`config.mk`:
```
export PLATFORM = sky130hd
export DESIGN_NAME = rob_commit_ctrl
export DESIGN_NICKNAME = d
export VERILOG_FILES = /design/src/rtl/rob_commit_ctrl.sv
export SDC_FILE = /design/constraint.sdc
export NUM_CORES = 2
export LEC_CHECK = 0
export CAP_MARGIN = 5
export CORE_ASPECT_RATIO = 2
export CORE_MARGIN = 1
export CORE_UTILIZATION = 35
export DETAILED_ROUTE_END_ITERATION = 8
export PLACE_DENSITY = 0.63
export SETUP_SLACK_MARGIN = 0.05
export SYNTH_ARGS = -nofsm -noshare
export SYNTH_HDL_FRONTEND = slang
export SYNTH_SLANG_ARGS = --single-unit
```
`constraint.sdc`:
```
create_clock -name clk -period 4.07 [get_ports clk]
set_input_delay 0.814 -clock clk [delete_from_list [all_inputs] [get_ports clk]]
set_output_delay 0.814 -clock clk [all_outputs]
set_load 0.1 [all_outputs]
```
`src/rtl/rob_commit_ctrl.sv`:
```
// Reorder-buffer commit controller: in-order allocate, out-of-order complete, in-order retire.
// Optional commit counter output enabled by defining ROB_COMMIT_CNT_EN.
module rob_commit_ctrl #(
    parameter int unsigned ROB_POS_WIDTH = 4,
    parameter int unsigned DATA_WIDTH    = 32
) (
    input  logic                     clk,
    input  logic                     rst,
    input  logic                     rdy,
    input  logic                     issue,
    input  logic [4:0]               issue_rd,
    input  logic                     issue_is_branch,
    input  logic                     issue_ready,
    input  logic [DATA_WIDTH-1:0]    issue_val,
    output logic [ROB_POS_WIDTH-1:0] issue_rob_pos,
    output logic                     rob_full,
    input  logic                     res_valid,
    input  logic [ROB_POS_WIDTH-1:0] res_rob_pos,
    input  logic [DATA_WIDTH-1:0]    res_val,
    input  logic                     res_mispredict,
    input  logic [DATA_WIDTH-1:0]    res_target_pc,
    input  logic [ROB_POS_WIDTH-1:0] query_pos1,
    input  logic [ROB_POS_WIDTH-1:0] query_pos2,
    output logic                     query_ready1,
    output logic                     query_ready2,
    output logic [DATA_WIDTH-1:0]    query_val1,
    output logic [DATA_WIDTH-1:0]    query_val2,
    output logic                     rob_commit,
    output logic [4:0]               rob_commit_rd,
    output logic [DATA_WIDTH-1:0]    rob_commit_val,
    output logic [ROB_POS_WIDTH-1:0] rob_commit_rob_pos,
    output logic                     rollback,
    output logic [DATA_WIDTH-1:0]    rollback_pc
`ifdef ROB_COMMIT_CNT_EN
    ,
    output logic [DATA_WIDTH-1:0]    commit_count
`endif
);

    localparam int unsigned ROB_SIZE = 1 << ROB_POS_WIDTH;
    localparam int unsigned CNT_W    = ROB_POS_WIDTH + 1;

    typedef struct packed {
        logic                  busy;
        logic                  ready;
        logic [4:0]            rd;
        logic [DATA_WIDTH-1:0] val;
        logic                  is_branch;
        logic                  mispredict;
        logic [DATA_WIDTH-1:0] target_pc;
    } rob_entry_t;

    rob_entry_t               entries [ROB_SIZE];
    logic [ROB_POS_WIDTH-1:0] head;
    logic [ROB_POS_WIDTH-1:0] tail;
    logic [CNT_W-1:0]         count;

    rob_entry_t head_entry;
    logic       head_done;
    logic       do_flush;
    logic       do_commit;
    logic       issue_ok;
    logic       res_hit;

    assign issue_rob_pos = tail;
    assign rob_full      = (count == CNT_W'(ROB_SIZE));

    // Retire decision is taken on the registered head entry only.
    always_comb begin
        head_entry = entries[head];
        head_done  = head_entry.busy && head_entry.ready;
        do_flush   = head_done && head_entry.is_branch && head_entry.mispredict;
        do_commit  = head_done && !do_flush;
        issue_ok   = issue && !rob_full && !rollback;
        res_hit    = res_valid && entries[res_rob_pos].busy;
    end

    // Operand lookup with same-cycle bypass from the result bus.
    always_comb begin
        query_ready1 = entries[query_pos1].ready;
        query_val1   = entries[query_pos1].val;
        query_ready2 = entries[query_pos2].ready;
        query_val2   = entries[query_pos2].val;
        if (res_valid && (res_rob_pos == query_pos1)) begin
            query_ready1 = 1'b1;
            query_val1   = res_val;
        end
        if (res_valid && (res_rob_pos == query_pos2)) begin
            query_ready2 = 1'b1;
            query_val2   = res_val;
        end
    end

    always_ff @(posedge clk) begin
        if (rst) begin
            head               <= '0;
            tail               <= '0;
            count              <= '0;
            rob_commit         <= 1'b0;
            rob_commit_rd      <= '0;
            rob_commit_val     <= '0;
            rob_commit_rob_pos <= '0;
            rollback           <= 1'b0;
            rollback_pc        <= '0;
            for (int i = 0; i < ROB_SIZE; i++) begin
                entries[i] <= '0;
            end
        end else if (!rdy) begin
            rob_commit <= 1'b0;
            rollback   <= 1'b0;
        end else begin
            rob_commit <= 1'b0;
            rollback   <= 1'b0;
            if (do_flush) begin
                // Mispredicted branch reached head: drop everything, inputs this edge included.
                head        <= '0;
                tail        <= '0;
                count       <= '0;
                rollback    <= 1'b1;
                rollback_pc <= head_entry.target_pc;
                for (int i = 0; i < ROB_SIZE; i++) begin
                    entries[i] <= '0;
                end
            end else begin
                if (res_hit) begin
                    entries[res_rob_pos].ready      <= 1'b1;
                    entries[res_rob_pos].val        <= res_val;
                    entries[res_rob_pos].mispredict <= res_mispredict;
                    entries[res_rob_pos].target_pc  <= res_target_pc;
                end
                if (issue_ok) begin
                    entries[tail] <= '{busy: 1'b1, ready: issue_ready, rd: issue_rd,
                                       val: issue_val, is_branch: issue_is_branch,
                                       mispredict: 1'b0, target_pc: '0};
                    tail <= tail + ROB_POS_WIDTH'(1);
                end
                if (do_commit) begin
                    entries[head].busy  <= 1'b0;
                    entries[head].ready <= 1'b0;
                    head                <= head + ROB_POS_WIDTH'(1);
                    rob_commit          <= 1'b1;
                    rob_commit_rd       <= head_entry.rd;
                    rob_commit_val      <= head_entry.val;
                    rob_commit_rob_pos  <= head;
                end
                count <= count + CNT_W'(issue_ok) - CNT_W'(do_commit);
            end
        end
    end

`ifdef ROB_COMMIT_CNT_EN
    always_ff @(posedge clk) begin
        if (rst) begin
            commit_count <= '0;
        end else if (rdy && do_commit) begin
            commit_count <= commit_count + DATA_WIDTH'(1);
        end
    end
`endif

endmodule

```
# == Yosys cells after proc, flatten, opt, wreduce, memory -nomap -nowiden ==
# Memory sizes are Yosys's and may differ from the RTL's. A register that Yosys moved wholly into a read port is not among the register bits.
# Index checks and enable logic that the tools add are counted.
# totals
regBits,88
ramBits,1168
inputBits,121
wordCells,112
memories,1
# classes
add_sub_neg,4
eq_ne,3
n_mux,57
bitwise,17
n_reduce_logical,21
# mem_list
memory,words,word_bits,read_ports,rd_clocked_by_memory_dff,wr,line_no,source
entries,16,73,4,1,16,53,rob_entry_t entries [ROB_SIZE];
# op_table
op,count
$mux 73,19
$reduce_or 73->1,3
$mux 32,2
$mux 4,9
$mux 1,24
$or 1x1->1,16
$logic_and 1x1->1,9
$add 4x1->4 const B,2
$eq 4x4->1,2
$reduce_and 2->1,3
$add 5x1->5,1
$eq 5x5->1 const B,1
$mux 5,1
$sub 5x1->5,1
$mux 2,2
$reduce_bool 2->1,2
$logic_not 1->1,3
$reduce_and 3->1,1
$not 1->1,1

# == Logic depth before layout (Yosys ltp) ==
# logic_depth
depth_word,12
depth_mapped,21

# == Worst setup path before layout ==
# Ideal clock, no wire load.
# synth_path
path_type,reg2reg
start,reg count[3]
end,reg count[4]
arrival_time_ps,5594
t_required_ps,4000
setup_slack_ps,-1595
stages_incl_launch_ff,18
synth_period_minus_slack_ps,5665
cell_sequence,dfxtp_1 -> inv_1 -> ha_1 -> nor4bb_1 -> nor3b_1 -> inv_1 -> ha_1 -> inv_1 -> ha_1 -> inv_1 -> fa_1 -> inv_1 -> a21oi_1 -> o21bai_1 -> xnor2_1 -> a2111oi_0 -> a31oi_1 -> a21oi_1
# synth_between
elab_chain_len,7
# synth_lines
element,line_no,source
from (decl),56,logic [CNT_W-1:0] count;
from (signal assigned),146,count <= count + CNT_W'(issue_ok) - CNT_W'(do_commit);
$eq 5x5->1,66,assign rob_full = (count == CNT_W'(ROB_SIZE));
named net rob_full,16,"output logic rob_full,"
$logic_not 1->1,74,issue_ok = issue && !rob_full && !rollback;
$logic_and 1x1->1 (2 in a row),74,
$add 5x1->5,146,
$sub 5x1->5,146,
$mux 5,114,if (do_flush) begin
# The timed path passes the listed nets, and every way through them passes these cells.
# A chain may end at the register's enable or synchronous reset.

# == Worst setup path in the final report ==
# layout_path
start,in res_rob_pos[1]
end,out query_val1[31]
# layout_between
elab_chain_len,3
# layout_lines
element,line_no,source
from (decl),18,"input logic [ROB_POS_WIDTH-1:0] res_rob_pos,"
$eq 4x4->1,84,if (res_valid && (res_rob_pos == query_pos1)) begin
$logic_and 1x1->1,84,
$mux 32,84,
to (decl),26,"output logic [DATA_WIDTH-1:0] query_val1,"
# No other way between the ends.

==> reports/qor_table.md <==
| Group | Parameter | This run |
|---|---|---|
| floorplan | Area inside the core boundary | 180,000 sq um |
| min path | Path class of the lowest-slack min-delay path | flip-flop to flip-flop |
| synthesis | Dominant register cell in the synthesized netlist | sky130_fd_sc_hd__dfxtp_1 |
| floorplan | Initial Utilization | 0.353 |
| place | Placer congestion estimate | 0.905 |
| synthesis | Ranking of synthesized cells by instance count | 1,040 x sky130_fd_sc_hd__a22o_1, 680 x sky130_fd_sc_hd__mux4_2, 652 x sky130_fd_sc_hd__dfxtp_1, 608 x sky130_fd_sc_hd__edfxtp_1, 295 x sky130_fd_sc_hd__clkbuf_1 |
| synthesis | Number of enable flip-flop cells after synthesis | 608 |
| timing | Highest attainable clock frequency | 258 MHz |
| critical path | Required time of the worst setup path | 3260 ps |
| synthesis | Dominant combinational cell family by area after synthesis | multiplexers |
| synthesis | Share of synthesized area spent on multiplexers | 0.252 |
| clocking | CTS Root Cell | sky130_fd_sc_hd__clkbuf_16 |
| synthesis | Top area cells in the synthesized netlist | sky130_fd_sc_hd__edfxtp_1 29%, sky130_fd_sc_hd__mux4_2 24%, sky130_fd_sc_hd__dfxtp_1 21% |
| drt | Routed vias | 45,200 |
| clocking | Number of H-tree branching levels | 3 |
| clocking | Total number of clock tree sinks | 1,260 |
| synthesis | Synthesis warning total | 0 |
| final layout | Final core utilization | 0.414 |
| floorplan | Vert. Die Dim | 604 um |
| pwr | Power density over the cells | 398 nW/um^2 |
| final layout | Filler cell count | 16,100 |
| timing | Transition time at the pin with the least slew margin | 1220 ps |
| floorplan | Number of I/O pins | 267 |
| global routing | GR Util All Layers | 0.258 |
| clocking | Clock latency reported for the late side of the worst-skew pair | 760 ps |
| synthesis | Fraction of synthesis flops using an asynchronous set or reset pin | 0 |
| synthesis | Cells after synthesis | 4,377 |
| clocking | Maximum clock path buffer count | 3 |
| place | HPWL after detailed placement | 144,000 um |
| synthesis | Count of different cell masters after synthesis | 65 |
| global routing | Grt ovf | 0 |
| clocking | Cts bufs inserted | 114 |
| synthesis | Fraction of the yosys area taken by sequential cells | 0.493 |
| min path | Hold path startpoint | rob_commit_val[21] |
| global routing | Global routing's busiest layer | met2 |
| critical path | Highest net fanout along the worst path | 33 |
| floorplan | Die outline width | 303 um |
| drt | TritonRoute pass-1 iters | 6 |
| synthesis | Average footprint of a synthesized cell | 14.5 sq um |
| job | Max-cap violation count | 0 |
| final layout | Area growth from synthesis to layout | 17.2% |
| timing | Count of pins over their slew limit | 0 |
| timing | Worst Skew | 54.6 ps |
| place | Quantity of I/O buffers inserted on ports | 266 |
| global routing | Pin count of the biggest net entering global routing | 115 |
| floorplan | Die area | 183,000 sq um |
| synthesis | Post-synth top area cell | sky130_fd_sc_hd__edfxtp_1 |
| drt | Final routed wire length divided by cell count | 35.1 um |
| synthesis | Area share of the largest cell type after synthesis | 0.287 |
| global routing | Met1 track utilization from global routing | 0.295 |
| timing | Setup repair after global routing missed its margin | false |
| synthesis | Number of synthesized register bits | 1,260 |
| clocking | TritonCTS clock tree | yes |
| drt | Detail Route Antenna Nets | 0 |
| place | Number of cells in the design after placement | 6,574 |
| global routing | Met2 Use GR | 0.438 |
| final layout | Post-route non-filler standard cell count | 6,805 |
| timing | Post-route clock period utilization | 0.953 |
| synthesis | Fraction of the mapped netlist area in adder cells | 0.00307 |
| clocking | Hold buffer count at CTS | 0 |
| timing | Worst max-slew margin expressed relative to the limit | 0.190 |
| final layout | Post-route cell area | 74,500 sq um |
| timing | Total negative setup slack | 0 ps |
| synthesis | Dominant cell by count in the synthesized netlist | sky130_fd_sc_hd__a22o_1 |
| drt | Final WL | 239,000 um |
| synthesis | Post-synthesis compound-gate area fraction | 0.166 |
| critical path | Critical path startpoint | res_rob_pos[1] |
| timing | Minimum clock period after layout | 3880 ps |
| synthesis | Synthesized Nets | 4,513 |
| timing | Hold violation count in the final report | 0 |
| critical path | WS Path Type | input pin to output port |
| floorplan | Total number of placement rows | 220 |
| global routing | Met3 GRT Util | 0.0569 |
| synthesis | Post-synthesis xor/xnor area fraction | 0.00152 |
| final layout | Number of nets in the finished design | 4,495 |
| drt | 1st-iter DRT viols | 5,150 |
| final layout | Share of layout cells above drive strength 1 | 0.303 |
| global routing | Initial antenna violation count | 32 |
| global routing | Global-route wire length before repair | 338,000 um |
| timing | Endpoints failing setup | 0 |
| status | Outcome | complete, no violations |
| pwr | Standby leakage power | 0.0255 uW |
| critical path | CP Capture Type | output port |
| pwr | Largest vdd supply drop | 0.389 mV |
| drt | Routed via count divided by cell count | 6.64 |
| global routing | Number of global-route vias before repair | 46,600 |
| drt | Count of unresolved DRC violations after routing | 0 |
| critical path | Element type at the critical path start | input pin |
| place | Placed cell areas | 70,300 sq um |
| synthesis | Cell Area, Synth | 63,500 sq um |
| critical path | Signal arrival time at the worst endpoint | 3070 ps |
| synthesis | Simple-Gate Fraction of Synth Area | 0.0372 |
| clocking | Post-CTS clock slew at the launch and capture registers of the worst setup and hold paths | 60 ps |
worst paths after layout:
path              cells past startpoint                  to  slack, ps
setup / recovery                      7      query_val1[31]        190
hold / removal                        2  rob_commit_val[21]        460
setup reg to reg                      9     entries[12][32]        270
hold reg to reg                       2  rob_commit_val[21]        460
where the power goes:
group / leakage [uW] / switching [uW] / total, uW / internal, uW
combinational: 0.0119 / 2370 / 3850 / 1490
clock: 0.00201 / 5220 / 12100 / 6850
sequential: 0.0115 / 177 / 13700 / 13500
total: 0.0255 / 7770 / 29600 / 21900
final cells by class:
type                       count  area, sq um  share of cell area
antenna                       15         37.5            0.000504
clock buffer                 148         3150              0.0423
clock inverter                68         1020              0.0137
inverter                      33          124             0.00166
multi-input combinational   2451        29500               0.397
sequential                  1260        31300               0.421
tap                         2331         2920              0.0392
timing repair buffer         499         6340              0.0852
layer usage:
metal / up-vias / wire [um] / share of wire
met5: - / 194 / 0.00081
met4: 30 / 15500 / 0.065
met3: 859 / 24000 / 0.10
met2: 3074 / 119000 / 0.50
met1: 23400 / 79800 / 0.33
li1: 17900 / - / -
through the flow:
stage	worst slack, ps	hold slack, ps	power [uW]
finish	191	455	29600
global route	115	475	30300
CTS	114	457	29700
detailed placement	119	448	17800
global placement	-83.8	445	17800
floorplan	-255	434	16300
cells in the final DEF, fill, tap and decap left out, types with 9 or more instances in the layout:
cell,count
sky130_fd_sc_hd__a22o_1,1040
sky130_fd_sc_hd__mux4_2,680
sky130_fd_sc_hd__dfxtp_1,648
sky130_fd_sc_hd__edfxtp_1,608
sky130_fd_sc_hd__clkdlybuf4s50_1,183
sky130_fd_sc_hd__nand2_1,174
sky130_fd_sc_hd__buf_12,169
sky130_fd_sc_hd__buf_4,140
sky130_fd_sc_hd__clkbuf_16,115
sky130_fd_sc_hd__a21oi_1,102
sky130_fd_sc_hd__and2_1,100
sky130_fd_sc_hd__mux2_2,64
sky130_fd_sc_hd__nor2_1,29
sky130_fd_sc_hd__a211oi_1,28
sky130_fd_sc_hd__nand3_1,23
sky130_fd_sc_hd__bufinv_16,21
sky130_fd_sc_hd__clkinv_2,18
sky130_fd_sc_hd__clkbuf_1,18
sky130_fd_sc_hd__inv_2,17
sky130_fd_sc_hd__nand2b_1,17
sky130_fd_sc_hd__inv_1,16
sky130_fd_sc_hd__diode_2,15
sky130_fd_sc_hd__a211oi_2,15
sky130_fd_sc_hd__nor2b_4,15
sky130_fd_sc_hd__nor3_4,15
sky130_fd_sc_hd__clkbuf_8,15
sky130_fd_sc_hd__and3_1,14
sky130_fd_sc_hd__ha_1,14
sky130_fd_sc_hd__nand4_1,12
sky130_fd_sc_hd__a21oi_4,11
sky130_fd_sc_hd__nor2b_1,9
sky130_fd_sc_hd__clkinvlp_4,9
flip-flops by register name, indices dropped and copies added, names as in the netlist, named ones only:
register            count
rob_commit_val         32
issue_rob_pos           4
count                   5
rollback_pc            32
rollback                1
head                    4
rob_commit_rd           5
rob_commit_rob_pos      4
rob_commit              1
entries              1168
critical path: stages:
cell	delay [ps]
sky130_fd_sc_hd__clkdlybuf4s50_1	720
sky130_fd_sc_hd__xnor2_1	170
sky130_fd_sc_hd__nand2_1	80
sky130_fd_sc_hd__nor4_2	250
sky130_fd_sc_hd__buf_12	330
sky130_fd_sc_hd__mux2_2	480
sky130_fd_sc_hd__buf_12	200
timing repair:
| item | CTS | global route |
|---|---|---|
| endpoints found under the setup margin | 0 | 2 |
| setup buffers | 0 | 0 |
| resized for setup | 0 | 1 |
kinds of logic after synthesis:
group | after synthesis
flops | 1260
compound gates | 1241
mux | 744
buf+inv | 666
simple gates | 440
fa+ha+maj | 15
xor+xnor | 11
Note: power is estimated with default switching activity, not from simulation.
